### src/rtl/joystick_conditioner.sv
// joystick_conditioner: per-channel sync, inversion, debounce, press/release pulses and typematic repeat
// Ports:
//   clk, rst          - system clock, asynchronous active-high reset
//   i_btn[N_CH]       - raw asynchronous pin levels
//   i_repeat_en[N_CH] - per-channel auto-repeat enable (synchronous)
//   o_level[N_CH]     - debounced pressed level (1 = pressed)
//   o_press[N_CH]     - one-cycle pulse on accepted press and on each repeat
//   o_release[N_CH]   - one-cycle pulse on accepted release
//   o_any             - OR of o_level
module joystick_conditioner #(
  parameter int N_CH = 5,
  parameter int ACTIVE_LOW = 1,
  parameter int DEBOUNCE_CYCLES = 500000,
  parameter int REPEAT_DELAY = 25000000,
  parameter int REPEAT_PERIOD = 5000000
) (
  input  logic            clk,
  input  logic            rst,
  input  logic [N_CH-1:0] i_btn,
  input  logic [N_CH-1:0] i_repeat_en,
  output logic [N_CH-1:0] o_level,
  output logic [N_CH-1:0] o_press,
  output logic [N_CH-1:0] o_release,
  output logic            o_any
);
  localparam int DW = $clog2(DEBOUNCE_CYCLES + 1);
  localparam int RMAX = REPEAT_DELAY > REPEAT_PERIOD ? REPEAT_DELAY : REPEAT_PERIOD;
  localparam int RW = $clog2(RMAX + 1);
  localparam logic [DW-1:0] DB_LAST = DW'(DEBOUNCE_CYCLES - 1);
  localparam logic [RW-1:0] RD_LAST = RW'(REPEAT_DELAY - 1);
  localparam logic [RW-1:0] RP_LAST = RW'(REPEAT_PERIOD - 1);
  typedef enum logic [1:0] {IDLE, DELAY, REPEAT} state_t;
  logic [N_CH-1:0] sync1, sync2, s;
  always_ff @(posedge clk or posedge rst)
    if (rst) begin
      sync1 <= {N_CH{ACTIVE_LOW != 0}};
      sync2 <= {N_CH{ACTIVE_LOW != 0}};
    end else begin
      sync1 <= i_btn;
      sync2 <= sync1;
    end
  assign s = ACTIVE_LOW != 0 ? ~sync2 : sync2;
  assign o_any = |o_level;
  for (genvar g = 0; g < N_CH; g++) begin : ch
    logic [DW-1:0] db_cnt;
    logic [RW-1:0] rc;
    state_t st;
    logic level, press, release_p, diff, hit, rise, fall;
    assign diff = s[g] ^ level;
    assign hit = diff && db_cnt == DB_LAST;
    assign rise = hit && !level;
    assign fall = hit && level;
    assign o_level[g] = level;
    assign o_press[g] = press;
    assign o_release[g] = release_p;
    always_ff @(posedge clk or posedge rst)
      if (rst) begin
        db_cnt <= '0;
        level <= 1'b0;
      end else begin
        db_cnt <= (!diff || hit) ? '0 : db_cnt + DW'(1);
        level <= level ^ hit;
      end
    // A release overrides any repeat pulse falling due on the same edge.
    always_ff @(posedge clk or posedge rst)
      if (rst) begin
        st <= IDLE;
        rc <= '0;
        press <= 1'b0;
        release_p <= 1'b0;
      end else begin
        press <= rise;
        release_p <= fall;
        if (fall) begin
          st <= IDLE;
          rc <= '0;
        end else if (rise) begin
          st <= DELAY;
          rc <= '0;
        end else
          case (st)
            DELAY:
              if (!i_repeat_en[g]) rc <= '0;
              else if (rc == RD_LAST) begin
                press <= 1'b1;
                st <= REPEAT;
                rc <= '0;
              end else rc <= rc + RW'(1);
            REPEAT:
              if (!i_repeat_en[g]) begin
                st <= DELAY;
                rc <= '0;
              end else if (rc == RP_LAST) begin
                press <= 1'b1;
                rc <= '0;
              end else rc <= rc + RW'(1);
            default: rc <= '0;
          endcase
      end
  end
endmodule

### config.mk
export PLATFORM = sky130hd
export DESIGN_NAME = joystick_conditioner
export DESIGN_NICKNAME = d
export VERILOG_FILES = /design/src/rtl/joystick_conditioner.sv
export SDC_FILE = /design/constraint.sdc
export NUM_CORES = 1
export LEC_CHECK = 0
export ABC_AREA = 1
export CORE_UTILIZATION = 35
export DETAILED_ROUTE_END_ITERATION = 6
export SLEW_MARGIN = 5
export SYNTH_ARGS = -nofsm -noshare
export SYNTH_HDL_FRONTEND = slang
export SYNTH_SLANG_ARGS = --single-unit
export TNS_END_PERCENT = 100
### constraint.sdc
create_clock -name clk -period 16.15 [get_ports clk]
set_input_delay 3.23 -clock clk [delete_from_list [all_inputs] [get_ports clk]]
set_output_delay 3.23 -clock clk [all_outputs]
set_load 0.05 [all_outputs]
==> metrics.md, run 1 <==
| Metric | Value |
|---|---|
| CTS Buf Count | 29 |
| Final Skew | 0.00710 ns |
| Cell area after synthesis | 0.0149 mm2 |
| IO Pins | 28 |
| Seq/Total Area, Yosys | 0.428 |
| Max incr delay on CP | 0.72 ns |
| Worst path bufs/invs | 1 |
| Post-Route WL | 32900 um |
| Core area | 0.0420 mm2 |
| Detailed-router iteration count before antenna repair | 5 |
| Layout cells sized above 1 | 0.0639 |
| Largest net degree at the start of global routing | 125 |
| Asr flop ratio synth | 1.00 |
| Post-CTS setup buffers | 0 |
| Synth warn | 0 |
| Die extent in x | 209 um |
| Total number of vias | 12614 |
| DIE AREA | 0.0435 mm2 |
| Starting Density | 0.355 |
| Antenna-violating nets left | 0 |
| Number of global-route vias before repair | 12462 |
| Cell Rows | 75 |
| Wire length per cell | 12.5 um |
| IO buf count | 27 |
| Min cycle time layout | 5.38 ns |
| PwrDens | 79.1 mW/mm2 |
| Skew-Pair Late Insertion Delay | 0.56 ns |
| Top cell family by delay on the critical path | buffers and inverters |
| GP Congestion | 0.920 |
| Worst Setup Start Kind | flip-flop |
| Die Ht | 209 um |
| Root Buffer | clkbuf_16 |
| Maximum Capacitance Violations | 0 |
| Critical path's slowest cell | clkdlybuf4s50_1 |
| Status | complete, no violations |
| Final worst path period share | 0.333 |
| HPWL Detailed | 24300 um |
| Setup TNS | 0 ns |
| Antenna cell count | 0 |
| Final WS setup | 10.77 ns |
| Critical Path AT | 2.15 ns |
| Syn avg cell area | 7.36 um2 |
| Post-synth EDFFs | 0 |
| Crit path max fanout | 6 |
| Flops & latches, synth | 255 |
| Starting DRC count in detailed routing | 816 |
| Synth-to-Final Area Change | 11.1% |
| WS Path Type | flip-flop to primary output |
| Most common cell after layout, fill and taps aside | nor2_1 |
| Hold buffers post-CTS | 0 |
| Min-delay worst type | flip-flop to flip-flop |
| Crit. End Element | primary output |
| CP cell instances | nor3_1 > nand3_1 > clkdlybuf4s50_1 |
| Data required, critical path | 12.92 ns |
| CTS tree | built |
| Final setup fails | 0 |
| First-pass GRT wire length | 58100 um |
| Layout Nets | 2102 |
| Ys flop type | dfrtp_1 |
| H-tree levels | 1 |
| Post-Synthesis Cells | 2028 |
| Total track usage | 0.157 |
| Lkg Pwr | 7.24 nW |
| Max-slew violations | 0 |
| Worst slew pin tran | 0.891 ns |
| TritonCTS Sinks | 255 |
| Core Util, Final | 0.395 |
| Post-Place Setup Slack | 10.77 ns |
| CTS-repair resized insts | 0 |
| Grt total ovfl | 0 |
| VDD IR max | 0.0676 mV |
| Via density | 4.81 |
| Distinct cells, synth | 38 |
| Final Hold Fails | 0 |
| RSZ-0062 raised after global routing | false |
| Max-slew headroom | 0.406 |
| Drt drc | 0 |
| Most frequent cells in the layout | nor2_1, nand2_1, inv_1, dfrtp_1, nand3_1 |
| Syn Nets | 2070 |
| Buffer levels on the longest clock path | 3 |
| Highest clock rate | 186 MHz |
| Initial antenna violation count | 0 |
| Clk pin slew, worst setup/hold paths | 0.06 ns |
==> logic make-up (layout without fill, tap and decap cells) <==
family / after synthesis / after routing / synth area share
buf+inv: 314 / 369 / 0.0869
fa+ha+maj: 30 / 30 / 0.0251
compound gates: 78 / 78 / 0.0297
xor+xnor: 100 / 100 / 0.0586
simple gates: 1251 / 1251 / 0.371
flops: 255 / 255 / 0.428
==> metal layers <==
metal  part of all wire  track usage  wire, um  vias to the layer above
li1                   -            -         -                     6467
met1               0.48        0.211     15700                     5875
met2               0.46        0.262     15100                      218
met3              0.040       0.0213      1310                       54
met4              0.023       0.0482       741                        0
met5                  0            0         0                        -
==> cells in the mapped netlist, types with 10 or more instances <==
cell type / instances / area share
o21ai_0: 27 / 0.0090
nand2_1: 414 / 0.10
ha_1: 30 / 0.025
buf_4: 19 / 0.0096
nor2_1: 419 / 0.11
dfrtp_1: 245 / 0.41
nand2_2: 11 / 0.0046
a21oi_1: 22 / 0.0074
nor3_1: 73 / 0.024
nor2_2: 41 / 0.017
nand3_1: 167 / 0.056
xor2_1: 77 / 0.045
nor3b_1: 15 / 0.0075
xnor2_1: 23 / 0.013
dfstp_2: 10 / 0.018
inv_1: 284 / 0.071
nand4_1: 76 / 0.032
==> area by class of cell <==
class                           instances  area [um2]
Fill cell                            4297       25400
Multi-Input combinational cell       1459        7240
Sequential cell                       255        6390
Inverter                              286        1080
Clock buffer                           40         787
Tap cell                              539         674
Timing Repair Buffer                   29         285
Clock inverter                         14         129
==> worst paths after layout <==
kind                                      startpoint                          to  slack [ns]  cells past startpoint
max                            ch[1].level$_DFF_PP0_                       o_any       10.77                      3
min                               sync1[1]$_DFF_PP1_          sync2[1]$_DFF_PP1_        0.36                      0
max reg2reg                ch[3].db_cnt[0]$_DFF_PP0_      ch[3].rc[24]$_DFF_PP0_       13.21                     13
min reg2reg                       sync1[1]$_DFF_PP1_          sync2[1]$_DFF_PP1_        0.36                      0
max in group asynchronous                        rst       ch[2].rc[1]$_DFF_PP0_       11.52                      3
min in group asynchronous                        rst  ch[3].db_cnt[15]$_DFF_PP0_        3.24                      2
==> registers in the layout (all words and copies together), names as in the netlist <==
| signal | cells |
|---|---|
| sync1 | 5 |
| ch.st | 10 |
| ch.level | 5 |
| ch.rc | 125 |
| sync2 | 5 |
| ch.db_cnt | 95 |
| ch.press | 5 |
| ch.release_p | 5 |
==> metrics by stage <==
stage / instance area (um2) / instances / total power [mW] / hold WS, ns
after floorplan: 14900 / 2028 / 0.678 / 0.345
after global placement: 15700 / 2568 / 0.688 / 0.346
after detailed placement: 15700 / 2568 / 0.689 / 0.348
after CTS: 16600 / 2622 / 1.34 / 0.353
after global routing: 16600 / 2622 / 1.36 / 0.359
final: 16600 / 2622 / 1.31 / 0.356
==> power by group <==
group	leakage (nW)	switching (mW)	internal, mW
logic	3.27	0.0212	0.00635
registers	3.52	0.00396	0.644
clock network	0.451	0.264	0.372
No activity file was read; power rests on OpenSTA's default activity.
==> inputs of run 2 (changes only) <==
==> constraint.sdc (replaced) <==
create_clock -name clk -period 4.95 [get_ports clk]
set_input_delay 0.99 -clock clk [delete_from_list [all_inputs] [get_ports clk]]
set_output_delay 0.99 -clock clk [all_outputs]
set_load 0.05 [all_outputs]
==> run 2 against run 1 <==
  * Design area increased by 1.1%
  * Critical path depth unchanged
  * Global-route usage fell by 0.058 points
  * Via count stayed put
  * Core utilization is 0.42 points higher
  * Clock power rose to 3.6 times the previous value
  * Sequential power increased to 3.3 times the previous value
  * Flip-flop and latch count unchanged
  * Power rose to 3.4 times the previous value
  * Clock skew is 0.026 ns higher
  * Critical path type unchanged
  * Largest power group is now the clock network
==> metrics.md, run 2 (synthesized netlist as in run 1, its figures left out) <==
| Metric | Value |
|---|---|
| Hold_ws | 0.355 ns |
| Buffer levels on the longest clock path | 3 |
| TritonCTS Sinks | 255 |
| Max reg flops | 125 |
| Cell Rows | 75 |
| Initial antenna violation count | 0 |
| Highest clock rate | 312 MHz |
| Antenna-violating nets left | 0 |
| Grt total ovfl | 0 |
| Core Util, Final | 0.399 |
| Lkg Pwr | 7.31 nW |
| Synth-to-Final Area Change | 12.3% |
| IO Pins | 28 |
| Critical Path AT | 2.22 ns |
| Data required, critical path | 3.96 ns |
| Total number of vias | 12614 |
| Final Skew | 0.0326 ns |
| Final worst path period share | 0.648 |
| CTS Buf Count | 31 |
| HPWL Detailed | 24900 um |
| Min-delay worst type | flip-flop to flip-flop |
| Min cycle time layout | 3.21 ns |
| Starting DRC count in detailed routing | 772 |
| PwrDens | 268 mW/mm2 |
| Max-slew headroom | 0.301 |
| VDD IR max | 0.314 mV |
| Die Ht | 209 um |
| CTS-repair resized insts | 0 |
| Drt drc | 0 |
| Layout Nets | 2106 |
| Status | complete, no violations |
| Wire length per cell | 12.6 um |
| CTS tree | built |
| Final setup fails | 0 |
| Antenna cell count | 0 |
| Worst slew pin tran | 1.05 ns |
| Post-CTS setup buffers | 0 |
| RSZ-0062 raised after global routing | false |
| Crit. End Element | primary output |
| Maximum Capacitance Violations | 0 |
| Starting Density | 0.355 |
| Via density | 4.80 |
| Die extent in x | 209 um |
| Worst Setup Start Kind | flip-flop |
| Final Hold Fails | 0 |
| Core area | 0.0420 mm2 |
| Clk pin slew, worst setup/hold paths | 0.06 ns |
| Root Buffer | clkbuf_16 |
| GP Congestion | 0.917 |
| Total track usage | 0.156 |
| Most frequent cells in the layout | nor2_1, nand2_1, inv_1, dfrtp_1, nand3_1 |
| Hold buffers post-CTS | 0 |
| Max-slew violations | 0 |
| Most common cell after layout, fill and taps aside | nor2_1 |
| DIE AREA | 0.0435 mm2 |
| First-pass GRT wire length | 57900 um |
| Most flops, register | ch.rc |
| Skew-Pair Late Insertion Delay | 0.59 ns |
| Reg2reg setup slack | 2.12 ns |
| Layout cells sized above 1 | 0.0690 |
| Registers with the most flip-flops | ch.rc: 125 flops, ch.db_cnt: 95 flops, ch.st: 10 flops |
| H-tree levels | 1 |
| Crit path max fanout | 6 |
| IO buf count | 27 |
| Number of global-route vias before repair | 12278 |
| Detailed-router iteration count before antenna repair | 5 |
| Setup TNS | 0 ns |
| WS Path Type | flip-flop to primary output |
| Post-Route WL | 33100 um |
| Largest net degree at the start of global routing | 79 |
run 2: critical path, cell delays in order, from the launching register on:
cell and delay [ns]:
dfrtp_1 0.47, nor3_1 0.24, nand3_1 0.18, clkdlybuf4s50_1 0.74
run 2: power by group:
group / leakage, nW / internal (mW) / switching, mW
Combinational: 3.28 / 0.0238 / 0.0689
Sequential: 3.52 / 2.10 / 0.0130
Clock: 0.515 / 1.38 / 0.913
run 2: final cells by class:
cell class              count  area, um2
flip-flops and latches    255       6390
repair buffers             31        325
fillers                  4332      25300
clock buffers              42        897
well taps                 539        674
multi-input cells        1459       7240
clock inverters            15        160
inverters                 286       1080
run 2: final timing paths:
| path | from | end | cells after the start |
|---|---|---|---|
| max in group asynchronous | rst | ch[4].st[1]$_DFFE_PP0P_ | 3 |
| min reg2reg | sync1[4]$_DFF_PP1_ | sync2[4]$_DFF_PP1_ | 0 |
| min | sync1[4]$_DFF_PP1_ | sync2[4]$_DFF_PP1_ | 0 |
| max | ch[4].level$_DFF_PP0_ | o_any | 3 |
| min in group asynchronous | rst | ch[0].st[1]$_DFFE_PP0P_ | 2 |
| max reg2reg | ch[3].db_cnt[0]$_DFF_PP0_ | ch[3].rc[17]$_DFF_PP0_ | 13 |
run 2: layer usage:
metal / share of wire / vias up / GRT usage / wire length (um)
li1: - / 6477 / - / -
met1: 0.49 / 5883 / 0.219 / 16200
met2: 0.45 / 206 / 0.251 / 14900
met3: 0.039 / 48 / 0.0213 / 1300
met4: 0.022 / 0 / 0.0469 / 736
met5: 0 / - / 0 / 0
run 2: stage by stage:
step | instances | setup slack (ns) | total power [mW] | instance area (um2)
floorplan | 2028 | 0.611 | 2.21 | 14900
global placement | 2570 | 2.18 | 2.25 | 15700
detailed placement | 2570 | 2.05 | 2.25 | 15700
CTS | 2627 | 1.68 | 4.59 | 16800
global route | 2627 | 1.67 | 4.68 | 16800
finish | 2627 | 1.74 | 4.50 | 16800
==> inputs of run 3 (changes only) <==
==> constraint.sdc (replaced) <==
create_clock -name clk -period 3.2 [get_ports clk]
set_input_delay 0.64 -clock clk [delete_from_list [all_inputs] [get_ports clk]]
set_output_delay 0.64 -clock clk [all_outputs]
set_load 0.05 [all_outputs]
==> run 3 against run 2 <==
  * Flip-flop and latch count stayed put
  * Count of clock-buffer cells in the layout fell by 1
  * Clock power rose by 55%
  * Register-to-register slack worse by 1.6 ns
  * Cell count is essentially flat
  * First-iteration DRC count down 13%
  * Worst setup slack got worse by 1.5 ns
==> metrics.md, run 3 (synthesized netlist as in run 1, its figures left out) <==
| Metric | Value |
|---|---|
| Lkg Pwr | 7.31 nW |
| Synth-to-Final Area Change | 12.3% |
| Die Ht | 209 um |
| H-tree levels | 1 |
| Total track usage | 0.156 |
| Post-Route WL | 32900 um |
| Worst Setup Start Kind | flip-flop |
| Clk pwr share | 0.509 |
| Wire length per cell | 12.5 um |
| Grt total ovfl | 0 |
| Maximum Capacitance Violations | 0 |
| First-pass GRT wire length | 57700 um |
| Buffer levels on the longest clock path | 3 |
| Inst Count DP | 2571 |
| Combinational Power Share | 0.021 |
| Data required, critical path | 2.56 ns |
| Internal Power | 5.41 mW |
| CTS tree | built |
| Initial antenna violation count | 0 |
| Min-delay worst type | flip-flop to flip-flop |
| Final worst path period share | 0.909 |
| Final Hold Fails | 0 |
| Sw power | 1.55 mW |
| WS Path Type | flip-flop to primary output |
| Fin area | 0.0168 mm2 |
| Layout Nets | 2107 |
| Status | complete, no violations |
| Max-slew headroom | 0.515 |
| Min cycle time layout | 2.91 ns |
| DIE AREA | 0.0435 mm2 |
| Starting Density | 0.355 |
| Max reg flops | 125 |
| Sequential power share | 0.470 |
| Layout cells sized above 1 | 0.0684 |
| Detailed-router iteration count before antenna repair | 5 |
| Skew-Pair Late Insertion Delay | 0.58 ns |
| VDD IR max | 0.424 mV |
| Critical Path AT | 2.27 ns |
| Worst slew pin tran | 0.726 ns |
| Clk pin slew, worst setup/hold paths | 0.06 ns |
| GP Congestion | 0.888 |
| Cell Rows | 75 |
| Root Buffer | clkbuf_16 |
| CTS-repair resized insts | 0 |
| HPWL Detailed | 24200 um |
| Post-CTS setup buffers | 0 |
| Final setup fails | 0 |
| Die extent in x | 209 um |
| Core Util, Final | 0.399 |
| Hold buffers post-CTS | 0 |
| PwrDens | 415 mW/mm2 |
| IO buf count | 27 |
| Max-slew violations | 0 |
| Registers with the most flip-flops | ch.rc: 125 flops, ch.db_cnt: 95 flops, ch.st: 10 flops |
| Via density | 4.79 |
| Antenna-violating nets left | 0 |
| Final Skew | 0.0210 ns |
| Number of global-route vias before repair | 12334 |
| Most common cell after layout, fill and taps aside | nor2_1 |
| Most frequent cells in the layout | nor2_1, nand2_1, inv_1, dfrtp_1, nand3_1 |
| Total number of vias | 12596 |
| Drt drc | 0 |
| Final non-filler cell total | 2629 |
| Crit. End Element | primary output |
| IO Pins | 28 |
| Highest clock rate | 344 MHz |
| Sw Share | 0.223 |
| Core area | 0.0420 mm2 |
| CTS Buf Count | 31 |
| TritonCTS Sinks | 255 |
| Most flops, register | ch.rc |
| Largest net degree at the start of global routing | 90 |
| Starting DRC count in detailed routing | 673 |
| Crit path max fanout | 6 |
| Antenna cell count | 0 |
| RSZ-0062 raised after global routing | false |
| DP Area | 0.0157 mm2 |
==> run 3: through the flow <==
step	setup WS, ns	total power, mW	setup TNS (ns)	hold slack, ns
floorplan	-0.789	3.42	-193.42	0.345
global placement	0.617	3.48	0	0.346
detailed placement	0.521	3.48	0	0.347
CTS	0.216	7.09	0	0.356
global route	0.206	7.23	0	0.358
finish	0.290	6.96	0	0.355
==> run 3: layer usage <==
layer	wire, um	GRT usage	up-vias
met5	0	0	-
met4	845	0.0527	0
met3	1150	0.0207	60
met2	15000	0.255	201
met1	16000	0.211	5864
li1	-	-	6471
==> run 3: worst max-delay path, stage by stage, from the launching register on <==
cell	delay, ns
dfrtp_1	0.48
nor3_1	0.30
nand3_1	0.17
clkdlybuf4s50_1	0.73
==> run 3: final timing paths <==
path	start	endpoint	slack, ns	depth (start not counted)
worst max-delay path	ch[4].level$_DFF_PP0_	o_any	0.29	3
worst min-delay path	sync1[3]$_DFF_PP1_	sync2[3]$_DFF_PP1_	0.36	0
worst max register to register	ch[0].db_cnt[0]$_DFF_PP0_	ch[0].rc[16]$_DFF_PP0_	0.57	11
worst min register to register	sync1[3]$_DFF_PP1_	sync2[3]$_DFF_PP1_	0.36	0
max in group asynchronous	rst	sync1[2]$_DFF_PP1_	1.91	3
min in group asynchronous	rst	ch[0].rc[20]$_DFF_PP0_	0.43	2
==> run 3: layout make-up <==
type / instances / area (um2)
Timing Repair Buffer: 32 / 345
Clock buffer: 41 / 853
Inverter: 286 / 1080
Sequential cell: 255 / 6390
Multi-Input combinational cell: 1459 / 7240
Clock inverter: 17 / 186
Fill cell: 4370 / 25300
Tap cell: 539 / 674
==> run 3: power groups by stage <==
stage / registers (mW) / clock network, mW / logic (mW)
2_1_floorplan: 3.33 / 0 / 0.0955
3_3_place_gp: 3.33 / 0 / 0.152
3_5_place_dp: 3.33 / 0 / 0.154
4_1_cts: 3.27 / 3.67 / 0.154
5_1_grt: 3.27 / 3.78 / 0.174
6_report: 3.27 / 3.54 / 0.146
